$ cat config.mk
export PLATFORM = sky130hd
export DESIGN_NAME = demux_rr_scheduler
export DESIGN_NICKNAME = d
export VERILOG_FILES = /design/src/rtl/demux_pkg.sv /design/src/rtl/rr_pick8.sv /design/src/rtl/demux_rr_scheduler.sv
export SDC_FILE = /design/constraint.sdc
export NUM_CORES = 1
export LEC_CHECK = 0
export CORE_UTILIZATION = 59
export CTS_CLUSTER_SIZE = 20
export DETAILED_ROUTE_END_ITERATION = 8
export GPL_ROUTABILITY_DRIVEN = 0
export GPL_TIMING_DRIVEN = 0
export PLACE_DENSITY = 0.87
export SYNTH_ARGS = -nofsm -noshare
export SYNTH_HDL_FRONTEND = slang
export SYNTH_SLANG_ARGS = --single-unit
$ cat constraint.sdc
create_clock -name clk -period 8.7 [get_ports clk]
set_input_delay 2.175 -clock clk [delete_from_list [all_inputs] [get_ports clk]]
set_output_delay 2.175 -clock clk [all_outputs]
set_load 0.02 [all_outputs]
$ cat src/rtl/demux_pkg.sv
// rtl/demux_pkg.sv - shared types, constants and helpers for the demux round-robin scheduler
package demux_pkg;

    localparam int N     = 8;
    localparam int SEL_W = 3;

    typedef enum logic [1:0] {
        ST_IDLE  = 2'd0,
        ST_GRANT = 2'd1,
        ST_GAP   = 2'd2
    } state_e;

    function automatic logic [N-1:0] onehot8(input logic [SEL_W-1:0] idx);
        return N'(1) << idx;
    endfunction

endpackage

$ cat src/rtl/rr_pick8.sv
// rtl/rr_pick8.sv - round-robin pick: first eligible index at or above ptr, wrapping 7 -> 0
module rr_pick8
    import demux_pkg::*;
(
    input  logic [N-1:0]     elig,
    input  logic [SEL_W-1:0] ptr,
    output logic             found,
    output logic [SEL_W-1:0] idx
);

    logic [N-1:0]     rot;
    logic [SEL_W-1:0] off;

    // Rotating right by ptr puts the highest-priority candidate at bit 0.
    assign rot = N'({elig, elig} >> ptr);

    always_comb begin
        off = '0;
        for (int i = N - 1; i >= 0; i--) begin
            if (rot[i]) begin
                off = SEL_W'(i);
            end
        end
    end

    assign found = |rot;
    assign idx   = off + ptr;

endmodule

$ cat src/rtl/demux_rr_scheduler.sv
// rtl/demux_rr_scheduler.sv - round-robin scheduler driving a 1-to-8 demux with hold limit and dead time
module demux_rr_scheduler
    import demux_pkg::*;
#(
    parameter int MAX_HOLD = 16,
    parameter int GAP      = 1
) (
    input  logic             clk,
    input  logic             rst_n,
    input  logic [N-1:0]     req,
    input  logic [N-1:0]     cfg_mask,
    output logic [SEL_W-1:0] sel,
    output logic             en,
    output logic [N-1:0]     gnt,
    output logic             busy
);

    localparam logic [7:0] MAX_HOLD_C = 8'(MAX_HOLD);
    localparam logic [3:0] GAP_C      = 4'(GAP);

    state_e           state_q, state_d;
    logic [SEL_W-1:0] sel_q, sel_d;
    logic             en_q, en_d;
    logic [N-1:0]     gnt_q, gnt_d;
    logic             busy_q, busy_d;
    logic [SEL_W-1:0] ptr_q, ptr_d;
    logic [7:0]       hold_q, hold_d;
    logic [3:0]       gap_q, gap_d;

    logic [N-1:0]     elig;
    logic             pick_found;
    logic [SEL_W-1:0] pick_idx;

    assign elig = req & cfg_mask;

    rr_pick8 u_pick (
        .elig  (elig),
        .ptr   (ptr_q),
        .found (pick_found),
        .idx   (pick_idx)
    );

    always_comb begin
        state_d = state_q;
        sel_d   = sel_q;
        en_d    = en_q;
        gnt_d   = gnt_q;
        busy_d  = busy_q;
        ptr_d   = ptr_q;
        hold_d  = hold_q;
        gap_d   = gap_q;

        case (state_q)
            ST_IDLE: begin
                if (pick_found) begin
                    state_d = ST_GRANT;
                    sel_d   = pick_idx;
                    gnt_d   = onehot8(pick_idx);
                    en_d    = 1'b1;
                    busy_d  = 1'b1;
                    hold_d  = 8'd1;
                end
            end
            ST_GRANT: begin
                // Request drop and hold expiry on the same edge are one release.
                if (!elig[sel_q] || (hold_q >= MAX_HOLD_C)) begin
                    gnt_d  = '0;
                    en_d   = 1'b0;
                    ptr_d  = sel_q + SEL_W'(1);
                    hold_d = '0;
                    if (GAP_C != 4'd0) begin
                        state_d = ST_GAP;
                        gap_d   = 4'd1;
                    end else begin
                        state_d = ST_IDLE;
                        busy_d  = 1'b0;
                    end
                end else begin
                    hold_d = hold_q + 8'd1;
                end
            end
            ST_GAP: begin
                if (gap_q >= GAP_C) begin
                    state_d = ST_IDLE;
                    busy_d  = 1'b0;
                    gap_d   = '0;
                end else begin
                    gap_d = gap_q + 4'd1;
                end
            end
            default: begin
                state_d = ST_IDLE;
                sel_d   = '0;
                en_d    = 1'b0;
                gnt_d   = '0;
                busy_d  = 1'b0;
                hold_d  = '0;
                gap_d   = '0;
            end
        endcase
    end

    always_ff @(posedge clk or negedge rst_n) begin
        if (!rst_n) begin
            state_q <= ST_IDLE;
            sel_q   <= '0;
            en_q    <= 1'b0;
            gnt_q   <= '0;
            busy_q  <= 1'b0;
            ptr_q   <= '0;
            hold_q  <= '0;
            gap_q   <= '0;
        end else begin
            state_q <= state_d;
            sel_q   <= sel_d;
            en_q    <= en_d;
            gnt_q   <= gnt_d;
            busy_q  <= busy_d;
            ptr_q   <= ptr_d;
            hold_q  <= hold_d;
            gap_q   <= gap_d;
        end
    end

    assign sel  = sel_q;
    assign en   = en_q;
    assign gnt  = gnt_q;
    assign busy = busy_q;

endmodule

==> metrics.cfg, run 1 <==
[clock_network]
cts_sinks = 30
clkLatencyLatePin_ns = 0.29
cts_setup_buffers = 0
cts_hold_buf = 0
clk_pin_slew_ns = 0.06
root_buffer = clkbuf_8
clockBufferDepth = 2
htreeDepth = 2
cts_resized = 0
cts_tree = built
cts_buffers = 5

[cells_and_area]
post-route-util_pct = 76.19
layout_commonest_cell = dfrtp_1
final_layout_size_suffix_gt1_share_pct = 12.27
diodes = 0
layout_common_cells = dfrtp_1, clkdlybuf4s50_1, nand2_1
final_nets = 298
fill_cells = 249
area_growth_pct = 19.39

[sta]
setup_viol = 0
rsz0062_at_grt = false
period_needed_ns = 5.411
slew_viol_final = 0
fmax_mhz = 184.8
max_slew_margin_pct = 56.09
finalCritPeriodShare_pct = 62.20
skew_ns = 0.006927
hold_slack_ns = 0.4807
tightest_slew_ns = 0.6587
setup_tns_ns = 0
finalHoldViolCount = 0
fin_ws_ns = 3.289

[worst_setup_path]
reg2regPathDepth = 14
r2r_start = ptr_q[0]
crit_type = in2reg
r2r_slack_ns = 5.04
critPathRequiredTime_ns = 8.85
critPathMaxFanout = 5
crit_path_start_kind = input port
rr_endpoint = gnt[6]
worst_path_largest_cell_delay_ns = 0.55
path_delay_family = multiplexers
worstPathCellList = clkdlybuf4s50_1 -> nand2_1 -> mux4_2 -> mux2_2 -> nor2b_1 -> o31ai_1 -> a21bo_2 -> a21boi_0 -> ha_1 -> inv_1 -> fa_1 -> xor2_1 -> xnor2_1 -> o31ai_1
slowest_stage = clkdlybuf4s50_1
cp-end-kind = flop
cp_num_buf_inv = 2
critPathLaunch = req[4]
arrival_ns = 5.56
cp_common_cell = o31ai_1

[yosys]
ys_seq_area_share_pct = 33.92
yosysWarnings = 0
synth_area_leader_cell = dfrtp_1
yosys.area_share.simple_pct = 24.93
synth_enable_flop_cells = 0
syn_nets = 261
yosys.cell_types.count = 52
synth_top_area_share_pct = 33.92
synth_xor_area_share_pct = 1.583
synth_top_family_by_area = simple AND/OR/NAND/NOR gates
synthArstFlopShare_pct = 100.0
ys_ff_latch = 30
yosys-mux-area-fraction_pct = 9.045
synth_cells = 232
avgSynthCellArea_sq_um = 9.540
synthAdderAreaFrac_pct = 6.557
synth.area.top_cells = dfrtp_1, o31ai_1, ha_1
synth_compound_area_share_pct = 18.49
syn_area_sq_mm = 0.002213
synth_ff_type = dfrtp_1

[route]
wirelength_microns = 5137
drt_iter0_drc = 139
via_count = 2008
drc_errors = 0
ant_nets = 0
wl_per_cell_microns = 16.31
first_pass_iters = 4
viasPerCell = 6.375

[flow_run]
max_cap_viol_count = 0

[die]
core_area_sq_mm = 0.003468
die_x_microns = 63.25
fp.dieH_microns = 63.25
rows = 21
initial_core_util_pct = 63.82
io_pins = 31
die_area_sq_mm = 0.004001

[status]
status = completed

[worst_hold_path]
hold_start = gap_q[2]
whs_endpoint = gap_q[2]
hold_path.class = reg2reg
whs_path_depth = 2

[global_route]
grt_pass1_wl_microns = 8631
grt_overflow_total = 0
grt_max_degree = 31
grt_pass1_vias = 1864
grt_antenna_before_repair = 0
grt_usage_pct = 28.02

[power_and_ir_drop]
static-leakage-power_nw = 1.103
p_per_area_mw_per_mm2 = 327.1
vdd_drop_max_uv = 192.9

[place]
preCtsSetupSlack_ns = 3.047
portBuffers = 30
dp.final_hpwl_microns = 3890

-- per-stage QoR --
stage          std cells  instance area (sq um)  total power [mW]
5_1_grt              315                   2643            0.9252
6_report             315                   2643            0.8643
3_5_place_dp         308                   2571            0.7508
3_3_place_gp         308                   2571            0.7352
4_1_cts              315                   2648            0.8571
2_1_floorplan        232                   2213            0.6117
-- report_power, final --
group,total (mW),internal (mW),leakage (nW),switching (mW)
Clock,0.105,0.0549,0.0383,0.0501
Sequential,0.199,0.173,0.401,0.0262
Combinational,0.560,0.241,0.663,0.319
-- synthesized netlist by cell type (2+ instances only) --
cell type and instances:
dfrtp_1 30, nand2_1 24, o31ai_1 18, o21ai_0 13, ha_1 10, inv_1 10, nand3_1 10, nand4b_1 8
and2_1 7, nand4_1 7, nor2_1 7, clkbuf_1 6, mux2_2 6, a21oi_1 5, mux4_2 5, o21a_1 5
a41oi_1 4, nand4bb_1 4, a211oi_1 3, and4b_1 3, buf_2 3, nor3_1 3, nor4_1 3, and3_1 2
and4_1 2, buf_4 2, buf_6 2, mux2i_1 2, nor2b_1 2, or2_2 2, xnor2_1 2, xor2_1 2
-- routing by layer --
metal  global-route usage (%)  wire [microns]  vias to the layer above
met1                    38.27            2256                      950
met4                    11.08              89                        0
met5                        0               0                        -
met3                    5.072             358                       10
met2                    43.95            2432                       81
li1                         -               -                      967
-- worst reg2reg max path: stages, from the launching register on --
cell and delay [ns]:
dfrtp_1 0.49, buf_2 0.26, buf_4 0.20, mux4_2 0.34, mux2_2 0.31, nor2b_1 0.12, o31ai_1 0.07, a21bo_2 0.22
a21boi_0 0.18, ha_1 0.17, inv_1 0.05, fa_1 0.37, xor2_1 0.18, xnor2_1 0.44, o31ai_1 0.14
-- logic make-up after synthesis --
family,after synthesis
DFF,30
muxes,13
adders and majority gates,11
AOI/OAI and AO/OA,58
xor gates and xnor gates,4
buffers and inverters,25
and+or+nand+nor,91
-- cell type report --
class | count | area, sq um | share of cell area [%]
Buffer | 14 | 80.08 | 3.030
Clock buffer | 7 | 76.32 | 2.888
Inverter | 11 | 41.29 | 1.563
Multi-Input combinational cell | 177 | 1341 | 50.76
Sequential cell | 30 | 750.7 | 28.41
Tap cell | 46 | 57.56 | 2.178
Timing Repair Buffer | 30 | 295.3 | 11.17
-- flip-flops by register name, indices dropped and copies added, names as in the netlist --
register / flops
busy: 1
en: 1
gap_q: 4
gnt: 8
hold_q: 8
ptr_q: 3
sel: 3
state_q: 2
-- worst max-delay path by stage --
stage	cells after the start	slack, ns	endpoint
global placement	14	3.09	gnt[7]
detailed placement	14	3.05	gnt[6]
floorplan	12	3.87	gnt[6]
finish	14	3.29	gnt[6]
CTS	14	3.34	gnt[6]
global route	14	3.15	gnt[7]
(Power assumes the default switching activity.)
==> inputs of run 2 (changes only) <==
- CORE_UTILIZATION: 59 -> 55
- PLACE_DENSITY: 0.87 -> 0.82
- clock period: 8.7 -> 5.05 ns (I/O delays scaled with it)
==> metrics.cfg, run 2 (synthesis results as in run 1) <==
[status]
status = completed

[clock_network]
cts_buffers = 5  ; unchanged
clkLatencyLatePin_ns = 0.28  ; about the same
cts_sinks = 30  ; unchanged
htreeDepth = 2  ; unchanged
cts_setup_buffers = 0  ; unchanged
root_buffer = clkbuf_8
clk_pin_slew_ns = 0.06  ; about the same
cts_resized = 0  ; unchanged
clockBufferDepth = 2  ; unchanged
cts_tree = built
cts_hold_buf = 0  ; unchanged

[sta]
setup_viol = 0  ; unchanged
period_needed_ns = 4.548
max_slew_margin_pct = 56.66  ; +0.57 points
fmax_mhz = 219.9
finalHoldViolCount = 0  ; unchanged
slew_viol_final = 0  ; unchanged
setup_tns_ns = 0  ; unchanged
skew_ns = 0.005595  ; -0.001332 ns
finalCritPeriodShare_pct = 90.06
rsz0062_at_grt = false
tightest_slew_ns = 0.6501  ; -0.008589 ns

[die]
die_area_sq_mm = 0.004282  ; +7.0%
rows = 22  ; +4.8%
core_area_sq_mm = 0.003771  ; +8.7%
initial_core_util_pct = 58.69  ; -5.1 points
fp.dieH_microns = 65.44  ; +3.5%
io_pins = 31  ; unchanged
die_x_microns = 65.44  ; +3.5%

[route]
via_count = 2040  ; +1.6%
first_pass_iters = 5  ; +1
drc_errors = 0  ; unchanged
wirelength_microns = 5301  ; +3.2%
viasPerCell = 6.415  ; +0.64%
wl_per_cell_microns = 16.67  ; +2.2%
ant_nets = 0  ; unchanged
drt_iter0_drc = 232  ; +67%

[power_and_ir_drop]
clockPowerShare_pct = 14.4  ; +2.3 points
vdd_drop_max_uv = 411.1  ; +110%
p_int_uw = 851.6  ; +82%
switching_share_pct = 45.69  ; -0.080 points
p_seq_share_pct = 22.1  ; -0.9 points
p_per_area_mw_per_mm2 = 585.4  ; +79%
switching_power_uw = 716.5  ; +81%
p_comb_share_pct = 63.5  ; -1.3 points
static-leakage-power_nw = 1.122  ; +1.7%
p_total_mw = 1.568  ; +81%

[global_route]
grt_overflow_total = 0  ; unchanged
grt_pass1_wl_microns = 8887  ; +3.0%
grt_pass1_vias = 1891  ; +1.4%
grt_max_degree = 31  ; unchanged
grt_usage_pct = 27.53  ; -0.48 points
grt_antenna_before_repair = 0  ; unchanged

[worst_setup_path]
worst_path_largest_cell_delay_ns = 0.55  ; about the same
crit_path_start_kind = input port
r2r_start = ptr_q[0]
crit_type = in2reg
cp_common_cell = o31ai_1
critPathRequiredTime_ns = 5.19  ; -3.66 ns
critPathLaunch = req[4]
worstPathCellList = clkdlybuf4s50_1 -> nand2_1 -> mux4_2 -> mux2_2 -> nor2b_1 -> o31ai_1 -> a21bo_2 -> a21boi_0 -> ha_1 -> inv_1 -> fa_1 -> xor2_1 -> xnor2_1 -> o31ai_1
slowest_stage = clkdlybuf4s50_1
cp_num_buf_inv = 2  ; unchanged
path_delay_family = multiplexers
critPathMaxFanout = 5  ; unchanged
cp-end-kind = flop
arrival_ns = 4.69  ; -0.87 ns
r2r_slack_ns = 1.31  ; -3.73 ns

[cells_and_area]
fill_cells = 282  ; +13%
regArea_sq_um = 750.7  ; unchanged
diodes = 0  ; unchanged
layout_commonest_cell = dfrtp_1
layout_common_cells = dfrtp_1, clkdlybuf4s50_1, nand2_1
final_layout_size_suffix_gt1_share_pct = 13.33  ; +1.1 points
area_growth_pct = 21.03
multi_input_area_sq_mm = 0.001341  ; unchanged
final_nets = 298  ; unchanged

[worst_hold_path]
hold_start = gap_q[3]
hold_path.class = reg2reg

[flow_run]
max_cap_viol_count = 0  ; unchanged

[place]
dp.final_hpwl_microns = 3852  ; -0.95%
portBuffers = 30  ; unchanged

-- run 2: area by class of cell --
type	count	share of cell area (%)
plain buffers	14	2.989
clock buffers	8	4.110
inverters	11	1.541
multi-input cells	177	50.07
flip-flops and latches	30	28.02
well taps	48	2.242
repair buffers	30	11.02
-- run 2: final timing paths --
check	depth (start not counted)	end
min in group asynchronous	1	gnt[3]
worst min register to register	1	gap_q[3]
max in group asynchronous	1	gap_q[0]
worst max register to register	14	gnt[4]
worst max-delay path	14	gnt[4]
worst min-delay path	1	gap_q[3]
-- run 2: per-stage QoR --
| step | cell area [sq um] | hold slack [ns] | setup WS [ns] | util [%] | cells |
|---|---|---|---|---|---|
| finish | 2679 | 0.4877 | 0.5018 | 71.04 | 318 |
| global route | 2679 | 0.5138 | 0.3336 | 71.04 | 318 |
| CTS | 2684 | 0.4915 | 0.5310 | 71.17 | 318 |
| detailed placement | 2574 | 0.4746 | 0.2818 | 68.25 | 310 |
| global placement | 2574 | 0.4696 | 0.3353 | 68.25 | 310 |
| floorplan | 2213 | 0.4508 | 1.133 | - | 232 |
-- run 2: power groups by stage --
stage	registers, mW	logic (mW)	clock network (mW)
after floorplan	0.360	0.693	0
after global placement	0.345	0.927	0
after detailed placement	0.348	0.957	0
after CTS	0.345	0.981	0.228
after global routing	0.353	1.08	0.238
final	0.347	0.996	0.226
-- run 2: routing by layer --
layer / up-vias / track usage, % / share of wire [%] / routed length (microns)
li1: 961 / - / - / -
met2: 84 / 41.11 / 45 / 2373
met1: 983 / 39.31 / 47 / 2468
met4: 0 / 9.511 / 1.5 / 80
met3: 12 / 5.729 / 7.1 / 379
met5: - / 0 / 0 / 0
==> inputs of run 3 (changes only) <==
- CORE_MARGIN: unset -> 4
==> metrics.cfg, run 3 (synthesis results as in run 1) <==
[die]
initial_core_util_pct = 58.69  ; unchanged
die_x_microns = 71.44  ; +9.2%
fp.dieH_microns = 71.44  ; +9.2%
rows = 22  ; unchanged
io_pins = 31  ; unchanged
die_area_sq_mm = 0.005103  ; +19%
core_area_sq_mm = 0.003771  ; unchanged

[status]
status = completed

[cells_and_area]
multi_input_area_sq_mm = 0.001341  ; unchanged
final_cell_area_sq_mm = 0.002660  ; -0.70%
layout_common_cells = dfrtp_1, clkdlybuf4s50_1, nand2_1
final_layout_size_suffix_gt1_share_pct = 12.96  ; -0.37 points
regArea_sq_um = 750.7  ; unchanged
layout_commonest_cell = dfrtp_1
fill_cells = 287  ; +1.8%
area_growth_pct = 20.18
layout.cells.non_filler = 318  ; unchanged
diodes = 0  ; unchanged
final_nets = 298  ; unchanged

[sta]
tightest_slew_ns = 0.6504  ; +0.0003110 ns
max_slew_margin_pct = 56.64  ; about the same
period_needed_ns = 4.483  ; -0.06477 ns
skew_ns = 0.008122  ; +0.002526 ns
finalCritPeriodShare_pct = 88.78  ; -1.3 points
setup_viol = 0  ; unchanged
setup_tns_ns = 0  ; unchanged
rsz0062_at_grt = false
fmax_mhz = 223.0  ; +1.4%
slew_viol_final = 0  ; unchanged
finalHoldViolCount = 0  ; unchanged

[worst_setup_path]
critPathRequiredTime_ns = 5.20  ; about the same
critPathLaunch = req[4]
r2r_start = ptr_q[0]
cp-end-kind = flop
arrival_ns = 4.63  ; -0.06 ns
crit_type = in2reg
crit_path_start_kind = input port
critPathMaxFanout = 5  ; unchanged

[route]
drt_iter0_drc = 175  ; -25%
wirelength_microns = 5170  ; -2.5%
wl_per_cell_microns = 16.26  ; -2.5%
drc_errors = 0  ; unchanged
viasPerCell = 6.277  ; -2.2%
first_pass_iters = 4  ; -1
via_count = 1996  ; -2.2%
ant_nets = 0  ; unchanged

[power_and_ir_drop]
vdd_drop_max_uv = 327.0  ; -20%
p_per_area_mw_per_mm2 = 565.2  ; -3.4%
static-leakage-power_nw = 1.113  ; -0.83%

[global_route]
grt_pass1_vias = 1879  ; -0.63%
grt_usage_pct = 21.60  ; -5.9 points
grt_max_degree = 31  ; unchanged
grt_overflow_total = 0  ; unchanged
grt_antenna_before_repair = 0  ; unchanged
grt_pass1_wl_microns = 8866  ; -0.24%

[place]
placedCellCount = 310  ; unchanged
dp.final_hpwl_microns = 3914  ; +1.6%
portBuffers = 30  ; unchanged
dpl-instance-area_sq_mm = 0.002574  ; unchanged

[clock_network]
cts_resized = 0  ; unchanged
cts_buffers = 5  ; unchanged
cts_hold_buf = 0  ; unchanged
cts_tree = built
cts_setup_buffers = 0  ; unchanged
root_buffer = clkbuf_8
clkLatencyLatePin_ns = 0.29  ; about the same
clockBufferDepth = 2  ; unchanged
clk_pin_slew_ns = 0.06  ; about the same
htreeDepth = 2  ; unchanged
cts_sinks = 30  ; unchanged

[worst_hold_path]
hold_start = gap_q[2]
hold_path.class = reg2reg

[flow_run]
max_cap_viol_count = 0  ; unchanged

[run 3: routing by layer]
metal / global-route usage (%) / routed length (microns) / up-vias
met1: 31.63 / 2377 / 960
met2: 32.45 / 2351 / 74
met3: 5.750 / 425 / 2
li1: - / - / 960
met4: 4.175 / 17 / 0
met5: 0 / 0 / -
[run 3: worst paths after layout]
path,to,slack (ns),cells past startpoint
max in group asynchronous,ptr_q[0],3.62,1
max,gnt[5],0.57,14
min,gap_q[2],0.49,2
max reg2reg,gnt[5],1.42,14
min in group asynchronous,hold_q[1],1.00,1
min reg2reg,gap_q[2],0.49,2
[run 3: layout make-up]
class	count	share of cell area, %
multi-input combinational	177	50.42
clock inverter	1	0.1881
inverter	11	1.552
tap	48	2.258
sequential	30	28.22
buffer	14	3.010
timing repair buffer	30	11.10
clock buffer	7	3.246
[run 3: critical path, cell delays in order]
cell             delay (ns)
clkdlybuf4s50_1        0.55
nand2_1                0.09
mux4_2                 0.51
mux2_2                 0.31
nor2b_1                0.13
o31ai_1                0.08
a21bo_2                0.21
a21boi_0               0.18
ha_1                   0.17
inv_1                  0.05
fa_1                   0.36
xor2_1                 0.18
xnor2_1                0.42
o31ai_1                0.14
[run 3: report_power, final]
| group | leakage (nW) | switching, mW | total, mW | internal (mW) |
|---|---|---|---|---|
| Combinational | 0.663 | 0.545 | 0.960 | 0.415 |
| Sequential | 0.401 | 0.0463 | 0.344 | 0.298 |
| Clock | 0.0482 | 0.0895 | 0.199 | 0.110 |
[run 3: stage by stage]
stage | worst slack [ns] | util (%) | hold WS [ns] | total power, mW
2_1_floorplan | 1.133 | - | 0.4508 | 1.054
3_3_place_gp | 0.3003 | 68.25 | 0.4672 | 1.272
3_5_place_dp | 0.2973 | 68.25 | 0.4825 | 1.288
4_1_cts | 0.5878 | 70.67 | 0.4962 | 1.501
5_1_grt | 0.3552 | 70.54 | 0.5304 | 1.622
6_report | 0.5665 | 70.54 | 0.4895 | 1.504
